[config.mk]
export PLATFORM = sky130hd
export DESIGN_NAME = dmem_arbiter_flat
export DESIGN_NICKNAME = d
export VERILOG_FILES = /design/src/rtl/dmem_pkg.sv /design/src/rtl/dmem_arbiter_if.sv /design/src/rtl/arb_grant2.sv /design/src/rtl/dmem_arbiter.sv /design/src/flat_wrapper.sv
export SDC_FILE = /design/constraint.sdc
export NUM_CORES = 1
export LEC_CHECK = 0
export ABC_CLOCK_PERIOD_IN_PS = 3600
export BUFFER_PORTS_ARGS = -buffer_cell sky130_fd_sc_hd__buf_2
export CORE_AREA = 3 3 71 73
export DETAILED_ROUTE_END_ITERATION = 10
export DIE_AREA = 0 0 74 76
export PLACE_DENSITY = 0.73
export SLEW_MARGIN = 40
export SYNTH_ARGS = -nofsm -noshare
export SYNTH_HDL_FRONTEND = slang
export SYNTH_SLANG_ARGS = --single-unit
[constraint.sdc]
create_clock -name CLK -period 3.6 [get_ports CLK]
set_clock_uncertainty 0.15 [all_clocks]
set_input_delay 0.72 -clock CLK [delete_from_list [all_inputs] [get_ports CLK]]
set_output_delay 0.72 -clock CLK [all_outputs]
set_load 0.005 [all_outputs]
[src/rtl/dmem_pkg.sv]
// Shared widths and port indices for the data-memory arbiter slice.
package dmem_pkg;
   localparam int DMEM_ADDR_W = 5;
   localparam int DMEM_DATA_W = 32;

   typedef enum logic {
      PORT_PIPE = 1'b0,
      PORT_DBG  = 1'b1
   } portSel_t;
endpackage

[src/rtl/dmem_arbiter_if.sv]
// Requester and memory-side signals of the two-port data-memory arbiter.
interface dmem_arbiter_if
   import dmem_pkg::*;
#(
   parameter int ADDR_W = DMEM_ADDR_W,
   parameter int DATA_W = DMEM_DATA_W
);
   logic              req0, we0, gnt0, rvalid0;
   logic [ADDR_W-1:0] addr0;
   logic [DATA_W-1:0] wdata0;
   logic              req1, we1, gnt1, rvalid1;
   logic [ADDR_W-1:0] addr1;
   logic [DATA_W-1:0] wdata1;
   logic [DATA_W-1:0] rdata;
   logic              memRead, memWrite;
   logic [ADDR_W-1:0] memAddr;
   logic [DATA_W-1:0] memWData, memRData;

   // Requesters and the memory model sit on the master side.
   modport master (
      output req0, we0, addr0, wdata0, req1, we1, addr1, wdata1, memRData,
      input  gnt0, rvalid0, gnt1, rvalid1, rdata, memRead, memWrite, memAddr, memWData
   );

   modport slave (
      input  req0, we0, addr0, wdata0, req1, we1, addr1, wdata1, memRData,
      output gnt0, rvalid0, gnt1, rvalid1, rdata, memRead, memWrite, memAddr, memWData
   );
endinterface

[src/rtl/arb_grant2.sv]
// Combinational 2-way grant selector: a lone requester wins, prefer1 breaks ties.
module arb_grant2
   import dmem_pkg::*;
(
   input  logic       req0,
   input  logic       req1,
   input  logic       prefer1,
   output logic [1:0] gnt
);
   always_comb begin
      gnt = 2'b00;
      if (req1 && (!req0 || prefer1)) gnt[PORT_DBG] = 1'b1;
      else if (req0)                  gnt[PORT_PIPE] = 1'b1;
   end
endmodule

[src/rtl/dmem_arbiter.sv]
// Two-port arbiter for the single-port data memory, one access per cycle.
// DMEM_ARB_RR_EN selects round-robin priority; otherwise fixed priority with a port-1 starvation counter.
module dmem_arbiter
   import dmem_pkg::*;
#(
   parameter int ADDR_W   = DMEM_ADDR_W,
   parameter int DATA_W   = DMEM_DATA_W,
   parameter int MAX_WAIT = 4
)(
   input  logic CLK,
   input  logic RST_N,
   dmem_arbiter_if.slave bus
);
   logic [1:0]        gnt;
   logic              prefer1;
   logic              rvalid0Q, rvalid1Q;
   logic [ADDR_W-1:0] selAddr;
   logic [DATA_W-1:0] selWData;

   arb_grant2 u_grant (
      .req0    (bus.req0),
      .req1    (bus.req1),
      .prefer1 (prefer1),
      .gnt     (gnt)
   );

`ifdef DMEM_ARB_RR_EN
   portSel_t lastGnt, lastGntNext;

   assign prefer1 = (lastGnt == PORT_PIPE);

   always_comb begin
      lastGntNext = lastGnt;
      if (gnt[PORT_PIPE])     lastGntNext = PORT_PIPE;
      else if (gnt[PORT_DBG]) lastGntNext = PORT_DBG;
   end

   always_ff @(posedge CLK or negedge RST_N) begin
      if (!RST_N) lastGnt <= PORT_DBG;
      else        lastGnt <= lastGntNext;
   end
`else
   localparam logic [3:0] WAIT_LIM = 4'(MAX_WAIT);
   logic [3:0] waitCnt, waitCntNext;

   assign prefer1 = (waitCnt == WAIT_LIM);

   // Counts consecutive denied cycles of port 1; any grant or idle cycle restarts it.
   always_comb begin
      waitCntNext = 4'd0;
      if (bus.req1 && !gnt[PORT_DBG])
         waitCntNext = (waitCnt == WAIT_LIM) ? waitCnt : waitCnt + 4'd1;
   end

   always_ff @(posedge CLK or negedge RST_N) begin
      if (!RST_N) waitCnt <= 4'd0;
      else        waitCnt <= waitCntNext;
   end
`endif

   always_comb begin
      bus.memRead  = 1'b0;
      bus.memWrite = 1'b0;
      selAddr      = '0;
      selWData     = '0;
      if (gnt[PORT_PIPE]) begin
         bus.memRead  = !bus.we0;
         bus.memWrite = bus.we0;
         selAddr      = bus.addr0;
         selWData     = bus.wdata0;
      end else if (gnt[PORT_DBG]) begin
         bus.memRead  = !bus.we1;
         bus.memWrite = bus.we1;
         selAddr      = bus.addr1;
         selWData     = bus.wdata1;
      end
   end

   assign bus.memAddr  = selAddr;
   assign bus.memWData = selWData;
   assign bus.gnt0     = gnt[PORT_PIPE];
   assign bus.gnt1     = gnt[PORT_DBG];

   // Memory read data is registered, so the valid strobe lines up one cycle after the grant.
   always_ff @(posedge CLK or negedge RST_N) begin
      if (!RST_N) begin
         rvalid0Q <= 1'b0;
         rvalid1Q <= 1'b0;
      end else begin
         rvalid0Q <= gnt[PORT_PIPE] && !bus.we0;
         rvalid1Q <= gnt[PORT_DBG] && !bus.we1;
      end
   end

   assign bus.rvalid0 = rvalid0Q;
   assign bus.rvalid1 = rvalid1Q;
   assign bus.rdata   = bus.memRData;
endmodule

[src/flat_wrapper.sv]
// flat-port wrapper written by rule: the top's interface ports become plain ports
module dmem_arbiter_flat import dmem_pkg::*;
#(
   parameter int ADDR_W   = DMEM_ADDR_W,
   parameter int DATA_W   = DMEM_DATA_W,
   parameter int MAX_WAIT = 4
)
  (CLK, RST_N, bus_req0, bus_we0, bus_addr0, bus_wdata0, bus_req1, bus_we1, bus_addr1, bus_wdata1, bus_memRData, bus_gnt0, bus_rvalid0, bus_gnt1, bus_rvalid1, bus_rdata, bus_memRead, bus_memWrite, bus_memAddr, bus_memWData);
  dmem_arbiter_if #(.ADDR_W(ADDR_W), .DATA_W(DATA_W)) bus_i ();
  input  logic CLK;
  input  logic RST_N;
  input wire logic [$bits(bus_i.req0)-1:0] bus_req0;
  input wire logic [$bits(bus_i.we0)-1:0] bus_we0;
  input wire logic [$bits(bus_i.addr0)-1:0] bus_addr0;
  input wire logic [$bits(bus_i.wdata0)-1:0] bus_wdata0;
  input wire logic [$bits(bus_i.req1)-1:0] bus_req1;
  input wire logic [$bits(bus_i.we1)-1:0] bus_we1;
  input wire logic [$bits(bus_i.addr1)-1:0] bus_addr1;
  input wire logic [$bits(bus_i.wdata1)-1:0] bus_wdata1;
  input wire logic [$bits(bus_i.memRData)-1:0] bus_memRData;
  output wire logic [$bits(bus_i.gnt0)-1:0] bus_gnt0;
  output wire logic [$bits(bus_i.rvalid0)-1:0] bus_rvalid0;
  output wire logic [$bits(bus_i.gnt1)-1:0] bus_gnt1;
  output wire logic [$bits(bus_i.rvalid1)-1:0] bus_rvalid1;
  output wire logic [$bits(bus_i.rdata)-1:0] bus_rdata;
  output wire logic [$bits(bus_i.memRead)-1:0] bus_memRead;
  output wire logic [$bits(bus_i.memWrite)-1:0] bus_memWrite;
  output wire logic [$bits(bus_i.memAddr)-1:0] bus_memAddr;
  output wire logic [$bits(bus_i.memWData)-1:0] bus_memWData;
  assign bus_i.req0 = bus_req0;
  assign bus_i.we0 = bus_we0;
  assign bus_i.addr0 = bus_addr0;
  assign bus_i.wdata0 = bus_wdata0;
  assign bus_i.req1 = bus_req1;
  assign bus_i.we1 = bus_we1;
  assign bus_i.addr1 = bus_addr1;
  assign bus_i.wdata1 = bus_wdata1;
  assign bus_i.memRData = bus_memRData;
  assign bus_gnt0 = bus_i.gnt0;
  assign bus_rvalid0 = bus_i.rvalid0;
  assign bus_gnt1 = bus_i.gnt1;
  assign bus_rvalid1 = bus_i.rvalid1;
  assign bus_rdata = bus_i.rdata;
  assign bus_memRead = bus_i.memRead;
  assign bus_memWrite = bus_i.memWrite;
  assign bus_memAddr = bus_i.memAddr;
  assign bus_memWData = bus_i.memWData;
  dmem_arbiter #(.ADDR_W(ADDR_W), .DATA_W(DATA_W), .MAX_WAIT(MAX_WAIT)) u_core (.CLK(CLK), .RST_N(RST_N), .bus(bus_i));
endmodule
Word-level counts from Yosys, hierarchy flattened
Index checks and enable logic that the tools add are counted.
- reductions and logical operators: 9
- add/subtract/negate cells: 1
- multiplexer cells: 13
- eq/ne operators: 2
- operators by type and width (operator ; count):
    $mux W32 ; 2
    $mux W5 ; 2
    $mux W4 ; 2
    $mux W1 ; 7
    $add A4 B1 Y4 const B ; 1
    $eq A4 B3 Y1 const B ; 1
    $logic_and A1 B1 Y1 ; 4
    $logic_not A1 Y1 ; 4
    $ne A2 B2 Y1 const B ; 1
    $logic_or A1 B1 Y1 ; 1
- logic and storage cells: 28
- bits in registers: 6
- output and inout port bits: 75

Logic depth before layout (Yosys ltp)
Gate-level depths: netlist of the first run.
- word-level depth: 7
- mapped depth: 7
- mapped depth without buffers: 5

Cells and area by module
A second synthesis of the first run with hierarchy kept.
- cells, all modules: 119
- area, all modules: 988.4 um2
- by module, submodules not included (module ; instances ; sequential area each (um2) ; cells each ; area an instance (um2)):
    dmem_arbiter ; 1 ; 150.1 ; 116 ; 969.7
    arb_grant2 ; 1 ; 0.0 ; 3 ; 18.8

Worst setup path before layout of the first run
OpenSTA, ideal clock, no wires.
- path type: input to output
- start point: input port bus_req1
- end point: output port bus_memWData[16]
- arrival: 1488 ps
- buffers on the path: 3
- data required time: 2730 ps
- stages: 6
- setup slack: 1242 ps
- cells stage by stage: buf_2 nand4b_2 nand2_1 buf_6 buf_6 o22ai_1
- word-level cells in the longest chain between the ends: 4
- elaborated cells on any way between the ends: 5
- classes of those cells: 4 x mux; 1 x reduce/logical
- RTL lines (element ; line ; text):
    from (decl) ; flat_wrapper.sv:16 ; input wire logic [$bits(bus_i.req1)-1:0] bus_req1;
    $logic_and A1 B1 Y1 (*) ; arb_grant2.sv:12 ; if (req1 && (!req0 || prefer1)) gnt[PORT_DBG] = 1'b1;
    $mux W1 ; arb_grant2.sv:12 ;
    $mux W32 ; dmem_arbiter.sv:71 ; end else if (gnt[PORT_DBG]) begin
    $mux W32 (*) ; dmem_arbiter.sv:66 ; if (gnt[PORT_PIPE]) begin
    to (decl) ; flat_wrapper.sv:29 ; output wire logic [$bits(bus_i.memWData)-1:0] bus_memWData;
Every way passes the cells marked *; elsewhere a longest branch is shown, timed or not.

Worst setup path in the final report of the first run
- start point: input port bus_req1
- end point: output port bus_memWData[2]
Same word-level chain as after synthesis.

==> results by group, run 1 <==
Outcome
  • Run status: complete, no violations

Routing
  • Initial DRC count: 73
  • Drt total wl: 4080 um
  • DR vias: 1548
  • Routed len/inst: 12.6 um
  • Drt drc: 0
  • Final ANT Viol Nets: 0
  • Via density: 4.78
  • 1st-pass router iterations: 4

Yosys
  • Ranking of synthesized cells by area: nand2_1, buf_4, o22ai_1
  • Post-synthesis compound-gate area fraction: 22.6%
  • Syn_nets: 304
  • Top cells by count, synth: nand2_1, o22ai_1, buf_4
  • Cells after Synth: 190
  • Post-Synth Simple-Gate Area: 30.8%
  • Post-Synth Adder-Cell Area: 2.20%
  • Post-synth EDFFs: 0
  • Main combinational cell family by area after synthesis: simple AND/OR/NAND/NOR gates
  • #FFs+latches synth: 6
  • Register area share after synthesis: 13.2%
  • Synth area leader: nand2_1
  • Warnings from Yosys: 0
  • Synth cell types: 19
  • Synth async-reset ratio: 100%
  • Syn_area_per_cell: 6.00 um2
  • Post-synthesis xor/xnor area fraction: 1.54%
  • Synth top area share: 26.0%
  • Top_reg_cell synth: dfrtp_1
  • Most common cell in the netlist: nand2_1
  • Post-synthesis mux area share: 0%
  • Post-synth design cell area: 0.00114 mm2

Critical path
  • Worst Path Required: 2.73 ns
  • Most frequent cell on the critical path: buf_2
  • WP data arrival: 1.82 ns
  • Setup CP Type: input pin to output pin
  • Crit. End Element: output pin
  • CP peak stage delay: 0.31 ns
  • Worst Path Max Fanout: 20
  • CP startpoint kind: input pin
  • CP max stage cell: buf_2
  • Crit-path cells: buf_2, nand4b_2, nand2_1, buf_4, o22ai_1, buf_2

CTS
  • Worst-Skew Late Latency: 0.22 ns
  • CTS tree: built
  • Cts hold-fix bufs: 0
  • Cts bufs inserted: 3
  • # resized after CTS: 0
  • # H-tree levels: 1
  • Setup bufs post-CTS: 0
  • Clock Pin Slew Worst Setup and Hold Paths: 0.04 ns
  • Clock Tree Buf Depth: 2
  • CTS root buf: clkbuf_8
  • Num Clock Sinks: 6

Final layout
  • N_diodes: 0
  • Final core occ: 35.7%
  • Fill cell count: 488
  • Nets@finish: 388
  • Area growth syn-to-layout: 38.2%
  • Multi-input combinational cell area: 652 um2
  • Proportion of layout cells with a drive suffix above 1: 48.5%
  • Finished Layout Cells: 324
  • Reg area: 150 um2

STA
  • Min Hold Slack: 0.166 ns
  • Worst slew pin tran: 0.387 ns
  • Final Setup Violations: 0
  • Period utilization: 74.7%
  • Final Hold Fails: 0
  • RSZ-0062 raised after global routing: false
  • Setup_tns: 0 ns
  • Fmax: 0.372 GHz
  • Slew margin rel.: 74.2%
  • Tmin final: 2.69 ns
  • Fin. max-slew vios: 0

Hold path
  • Min-delay worst type: input pin to async pin

Placed design
  • Hpwl dp: 3190 um
  • Total placed cells including tap cells: 321
  • GPL Wtd Cong: 0.746
  • Number of I/O port buffers: 122

Global routing
  • Largest net degree at the start of global routing: 39
  • Number of global-route vias before repair: 1408
  • First-pass GRT wire length: 6330 um
  • Tot GR Track Use: 13.5%
  • Antenna violations before repair: 0
  • Global route overflow: 0

Floorplanning
  • Initial core utilization: 25.8%
  • Die height: 76 um
  • Core Box Area: 0.00441 mm2
  • Die width: 74 um
  • Row cnt: 24
  • Top Ports: 187
  • Die area: 0.00562 mm2

Flow run
  • Max-capacitance violation count: 0

Pwr
  • Cell Pwr Density: 211 mW/mm2
  • Worst VDD drop: 0.0000714 V
  • Lkg Pwr: 0.000945 uW
placed cells by master, fill, tap and decap left out, drive strengths merged:
cell / Yosys / routed
and3: 4 / 4
nand2: 79 / 79
clkbuf: 9 / 3
o21bai: 1 / 1
xor2: 1 / 1
a21oi: 1 / 1
nor2: 1 / 1
dfrtp: 6 / 6
xnor2: 1 / 1
o22ai: 38 / 38
o21a: 1 / 1
inv: 3 / 3
nand2b: 1 / 1
nand3: 1 / 1
nand4b: 1 / 1
ha: 2 / 2
buf: 40 / 128
layer usage:
metal  track usage [%]  share of wire [%]  vias to the layer above
li1                  -                  -                      770
met1              14.6                 36                      677
met2              23.6                 51                       85
met3              4.49                 11                       16
met4              5.43                2.4                        0
met5                 0                  0                        -
per-stage QoR:
step                setup WS (ns)  total power (uW)  area (um2)
global route                0.788               361        1580
CTS                         0.896               340        1580
detailed placement          0.902               235        1530
global placement            0.937               232        1530
finish                      0.910               332        1580
floorplan                    1.24               178        1140
final timing paths:
path	from	endpoint	slack, ns	cells past startpoint
setup reg to reg	u_core.waitCnt[0]	u_core.waitCnt[1]	2.01	6
hold / removal	RST_N	u_core.waitCnt[3]	0.17	1
hold reg to reg	u_core.waitCnt[0]	u_core.waitCnt[0]	0.48	2
max in group asynchronous	RST_N	u_core.waitCnt[2]	2.99	1
setup / recovery	bus_req1	bus_memWData[2]	0.91	6
min in group CLK	u_core.waitCnt[0]	u_core.waitCnt[0]	0.48	2
final cells by class:
| type | instances | share of cell area, % |
|---|---|---|
| clock buffers | 3 | 2.62 |
| inverters | 3 | 0.715 |
| multi-input cells | 132 | 41.4 |
| flip-flops and latches | 6 | 9.53 |
| well taps | 52 | 4.13 |
| repair buffers | 128 | 41.6 |
registers in the layout (all words and copies together) (netlist names):
signal,cells
u_core.bus.rvalid0,1
u_core.waitCnt,4
u_core.bus.rvalid1,1
power by group:
group	internal, uW	switching [uW]
combinational	83.3	79.1
clock	71.7	27.2
sequential	69.9	1.05
total	225	107
kinds of logic (layout without fill, tap and decap cells):
kind of cell,Yosys count,in the layout
buffers and inverters,52,134
adder cells (fa/ha/maj),2,2
flip-flops,6,6
AO/OA/AOI/OAI,41,41
XOR/XNOR,2,2
AND/OR/NAND/NOR,87,87
worst max-delay path: cells and delay by family:
kind	cells	cell delay, ns
AND/OR/NAND/NOR	2	0.29
AO/OA/AOI/OAI	1	0.12
buffers and inverters	3	0.68
(Power assumes the default switching activity.)
==> inputs of run 2 (changes only) <==
Settings changed: ABC_CLOCK_PERIOD_IN_PS 3600 to 2500, CORE_AREA 3 3 71 73 to 3 3 72 74, DIE_AREA 0 0 74 76 to 0 0 75 77, PLACE_DENSITY 0.73 to 0.72.
Clock period 3.6 ns to 2.5 ns, I/O delays scaled along.
==> run 2 against run 1 <==
Net effect: critical path depth up 1; non-clock buffer count up 3; design area up 1.7%; register-to-register slack worse by 1.1 ns; first-iteration DRC count down 9.6%; routed wire length down 2.2%; power up 45%; die area up 2.7%.
==> results by group, run 2 (same netlist as run 1, synthesis figures left out) <==
Final layout
  • Number of flip-flops in the largest register: 4
  • Most frequent cells in the layout: buf_2, nand2_1, o22ai_1, buf_4, dfrtp_1
  • Proportion of layout cells with a drive suffix above 1: 48.7%
  • Commonest non-fill, non-tap cell in the layout: buf_2
  • Top reg by flops: u_core.waitCnt
  • Area growth syn-to-layout: 40.6%
  • Nets@finish: 391
  • N_diodes: 0

CTS
  • Worst-Skew Late Latency: 0.22 ns
  • Clock Tree Buf Depth: 2
  • # resized after CTS: 0
  • Num Clock Sinks: 6
  • Clock Pin Slew Worst Setup and Hold Paths: 0.04 ns
  • # H-tree levels: 1
  • CTS tree: built
  • CTS root buf: clkbuf_8
  • Cts bufs inserted: 3

Critical path
  • CP startpoint kind: flip-flop
  • Crit. End Element: output pin
  • Worst Path Max Fanout: 18
  • Setup CP Type: flip-flop to output pin
  • Worst Path Required: 1.85 ns
  • WP data arrival: 1.63 ns

Global routing
  • Number of global-route vias before repair: 1424
  • Tot GR Track Use: 13.2%
  • Global route overflow: 0
  • Largest net degree at the start of global routing: 25
  • First-pass GRT wire length: 6140 um
  • Antenna violations before repair: 0

Pwr
  • Int Pwr: 327 uW
  • Switching power: 156 uW
  • Total power: 483 uW
  • Combinational power share: 49.2%
  • Reg power frac: 21.1%
  • Lkg Pwr: 0.000958 uW
  • Clock power frac: 29.7%
  • Sw Share: 32.3%
  • Worst VDD drop: 0.0000925 V
  • Cell Pwr Density: 301 mW/mm2

Placed design
  • Hpwl dp: 3140 um
  • GPL Wtd Cong: 0.694
  • Number of I/O port buffers: 122

Routing
  • Drt total wl: 3990 um
  • DR vias: 1548
  • Drt drc: 0
  • Final ANT Viol Nets: 0
  • 1st-pass router iterations: 4
  • Initial DRC count: 66
  • Via density: 4.71
  • Routed len/inst: 12.1 um

Floorplanning
  • Initial core utilization: 24.5%
  • Die width: 75 um
  • Die area: 0.00578 mm2
  • Row cnt: 25
  • Die height: 77 um
  • Top Ports: 187
  • Core Box Area: 0.00466 mm2

Flow run
  • Max-capacitance violation count: 0

STA
  • Final Setup Violations: 0
  • Setup_tns: 0 ns
  • Fmax: 0.438 GHz
  • RSZ-0062 raised after global routing: false
  • Period utilization: 91.4%
  • Slew margin rel.: 84.2%
  • Final Hold Fails: 0
  • Fin. max-slew vios: 0
  • Tmin final: 2.28 ns
  • Worst slew pin tran: 0.236 ns

Outcome
  • Run status: complete, no violations

Hold path
  • Min-delay worst type: input pin to flip-flop
-- run 2: metrics by stage --
step | instance area (um2) | utilization, % | worst slack [ns] | instances | hold slack, ns
final | 1600 | 34.4 | 0.216 | 329 | 0.314
after global routing | 1600 | 34.4 | 0.0637 | 329 | 0.314
after CTS | 1600 | 34.4 | 0.212 | 329 | 0.309
after detailed placement | 1550 | 33.3 | 0.459 | 325 | 0.182
after global placement | 1550 | 33.3 | 0.495 | 325 | 0.177
after floorplan | 1140 | - | 0.582 | 190 | 0.0544
-- run 2: power by group through the flow --
stage               logic (uW)  registers, uW  clock network, uW
floorplan                  152            103                  0
global placement           233            103                  0
detailed placement         237            103                  0
CTS                        239            102                149
global route               269            102                158
finish                     237            102                143
-- run 2: critical path, cell delays in order, from the launching register on --
cell	delay, ns
dfrtp_1	0.38
inv_1	0.08
ha_1	0.18
nand2_1	0.06
o21a_1	0.18
buf_4	0.20
o22ai_1	0.18
buf_2	0.15
-- run 2: final timing paths --
| path | startpoint | end | slack, ns | depth (start not counted) |
|---|---|---|---|---|
| min | bus_we0 | u_core.bus.rvalid0 | 0.31 | 2 |
| min in group asynchronous | RST_N | u_core.bus.rvalid0 | 0.49 | 2 |
| max | u_core.waitCnt[0] | bus_memAddr[2] | 0.22 | 7 |
| max reg2reg | u_core.waitCnt[0] | u_core.waitCnt[1] | 0.94 | 6 |
| min reg2reg | u_core.waitCnt[0] | u_core.waitCnt[0] | 0.47 | 2 |
| max in group asynchronous | RST_N | u_core.waitCnt[3] | 1.57 | 2 |
-- run 2: routing by layer --
metal	global-route usage [%]	part of all wire (%)
met5	0	0
met4	5.69	2.9
met3	3.01	8.4
met2	23.2	48
met1	14.6	41
-- run 2: what timing repair did --
item	CTS	global route
hold endpoints to repair	6	0
hold buffers	1	0
buffers inserted	0	0
-- run 2: final cells by class --
class / instances / area (um2)
well taps: 54 / 67.6
clock buffers: 3 / 41.3
multi-input cells: 132 / 652
repair buffers: 131 / 681
inverters: 3 / 11.3
fillers: 537 / 3060
flip-flops and latches: 6 / 150
==> inputs of run 3 (changes only) <==
==> constraint.sdc (replaced) <==
create_clock -name CLK -period 2.5 [get_ports CLK]
set_clock_uncertainty 0.15 [all_clocks]
set_input_delay 0.375 -clock CLK [delete_from_list [all_inputs] [get_ports CLK]]
set_output_delay 0.375 -clock CLK [all_outputs]
set_load 0.005 [all_outputs]
==> run 3 against run 2 <==
Net effect: maximum frequency is 6.3% higher; register-to-register slack barely moved; power fell by 1.5%; final cell count decreased by 0.61%; sequential power is essentially flat; design area shrank 0.94%; routed wire length shrank 4.7%; critical path type unchanged; largest power group unchanged.
==> results by group, run 3 (same netlist as run 1, synthesis figures left out) <==
Outcome
  • Run status: complete, no violations

Routing
  • Drt drc: 0
  • Initial DRC count: 76
  • Via density: 4.83
  • Final ANT Viol Nets: 0
  • Routed len/inst: 11.6 um
  • 1st-pass router iterations: 5
  • DR vias: 1580
  • Drt total wl: 3810 um

Placed design
  • Number of I/O port buffers: 122
  • Total placed cells including tap cells: 323
  • GPL Wtd Cong: 0.710
  • Hpwl dp: 3060 um

Pwr
  • Switching power: 151 uW
  • Worst VDD drop: 0.000135 V
  • Cell Pwr Density: 299 mW/mm2
  • Combinational power share: 49.1%
  • Lkg Pwr: 0.000949 uW
  • Int Pwr: 324 uW
  • Reg power frac: 21.5%
  • Sw Share: 31.7%
  • Clock power frac: 29.4%

Final layout
  • Finished Layout Cells: 327
  • Top reg by flops: u_core.waitCnt
  • Number of flip-flops in the largest register: 4
  • Proportion of layout cells with a drive suffix above 1: 48.4%
  • Fill cell count: 504
  • Area growth syn-to-layout: 39.3%
  • N_diodes: 0
  • Nets@finish: 389
  • Most frequent cells in the layout: buf_2, nand2_1, o22ai_1, buf_4, dfrtp_1
  • Reg area: 150 um2
  • Multi-input combinational cell area: 652 um2
  • Commonest non-fill, non-tap cell in the layout: buf_2

CTS
  • Clock Pin Slew Worst Setup and Hold Paths: 0.03 ns
  • Clock Tree Buf Depth: 2
  • # H-tree levels: 1
  • Worst-Skew Late Latency: 0.22 ns
  • CTS root buf: clkbuf_8
  • CTS tree: built
  • Num Clock Sinks: 6
  • # resized after CTS: 0
  • Cts bufs inserted: 3

Global routing
  • Largest net degree at the start of global routing: 25
  • First-pass GRT wire length: 6050 um
  • Tot GR Track Use: 12.6%
  • Number of global-route vias before repair: 1391
  • Global route overflow: 0
  • Antenna violations before repair: 0

STA
  • Worst slew pin tran: 0.383 ns
  • Period utilization: 85.9%
  • Final Hold Fails: 0
  • Setup_tns: 0 ns
  • Slew margin rel.: 74.5%
  • Final Setup Violations: 0
  • Fin. max-slew vios: 0
  • Fmax: 0.465 GHz
  • RSZ-0062 raised after global routing: false
  • Tmin final: 2.15 ns

Critical path
  • Worst Path Required: 1.98 ns
  • CP startpoint kind: flip-flop
  • Worst Path Max Fanout: 20
  • WP data arrival: 1.62 ns
  • Crit. End Element: output pin
  • Setup CP Type: flip-flop to output pin

Floorplanning
  • Row cnt: 25
  • Top Ports: 187
  • Core Box Area: 0.00466 mm2
  • Initial core utilization: 24.5%
  • Die width: 75 um
  • Die height: 77 um
  • Die area: 0.00578 mm2

Flow run
  • Max-capacitance violation count: 0

Hold path
  • Min-delay worst type: input pin to flip-flop
[run 3: critical path, stage by stage (launching register included)]
cell,delay [ns]
dfrtp_1,0.39
inv_1,0.08
ha_1,0.19
nand4b_2,0.13
nand2_1,0.12
buf_4,0.23
o22ai_1,0.12
buf_2,0.14
[run 3: repair_timing]
item | 4_1_cts | 5_1_grt
hold endpoints to repair | 6 | 0
buffers inserted | 0 | 0
hold buffers | 1 | 0
[run 3: layer usage]
metal	up-vias	routed length [um]	global-route usage, %
li1	772	-	-
met1	710	1460	14.7
met2	84	1900	21.7
met3	14	358	3.54
met4	0	82	3.74
met5	-	0	0
[run 3: final timing paths]
check / startpoint / end / depth (start not counted) / slack, ns
worst max register to register: u_core.waitCnt[0] / u_core.waitCnt[1] / 6 / 0.94
worst min register to register: u_core.waitCnt[0] / u_core.waitCnt[0] / 2 / 0.47
worst min-delay path: bus_we1 / u_core.bus.rvalid1 / 2 / 0.19
max in group asynchronous: RST_N / u_core.bus.rvalid0 / 2 / 1.69
min in group asynchronous: RST_N / u_core.waitCnt[0] / 2 / 0.36
worst max-delay path: u_core.waitCnt[0] / bus_memWData[13] / 7 / 0.35
[run 3: through the flow]
| step | hold WS (ns) | instance area [um2] | setup WS, ns | utilization [%] | total power, uW |
|---|---|---|---|---|---|
| final | 0.190 | 1590 | 0.351 | 34.1 | 475 |
| after global routing | 0.182 | 1590 | 0.220 | 34.1 | 522 |
| after CTS | 0.187 | 1590 | 0.340 | 34.1 | 483 |
| after detailed placement | 0.0532 | 1540 | 0.474 | 33.0 | 338 |
| after global placement | 0.0524 | 1540 | 0.486 | 33.0 | 334 |
| after floorplan | -0.0706 | 1140 | 0.746 | - | 256 |
[run 3: power groups by stage]
stage | Sequential [uW] | Clock (uW) | Combinational, uW
final | 102 | 140 | 233
after global routing | 103 | 154 | 265
after CTS | 102 | 145 | 236
after detailed placement | 104 | 0 | 234
after global placement | 103 | 0 | 230
after floorplan | 103 | 0 | 152
[run 3: final cells by class]
type | count | area share, %
Clock buffer | 3 | 2.60
Inverter | 3 | 0.709
Multi-Input combinational cell | 132 | 41.1
Sequential cell | 6 | 9.46
Tap cell | 54 | 4.26
Timing Repair Buffer | 129 | 41.9
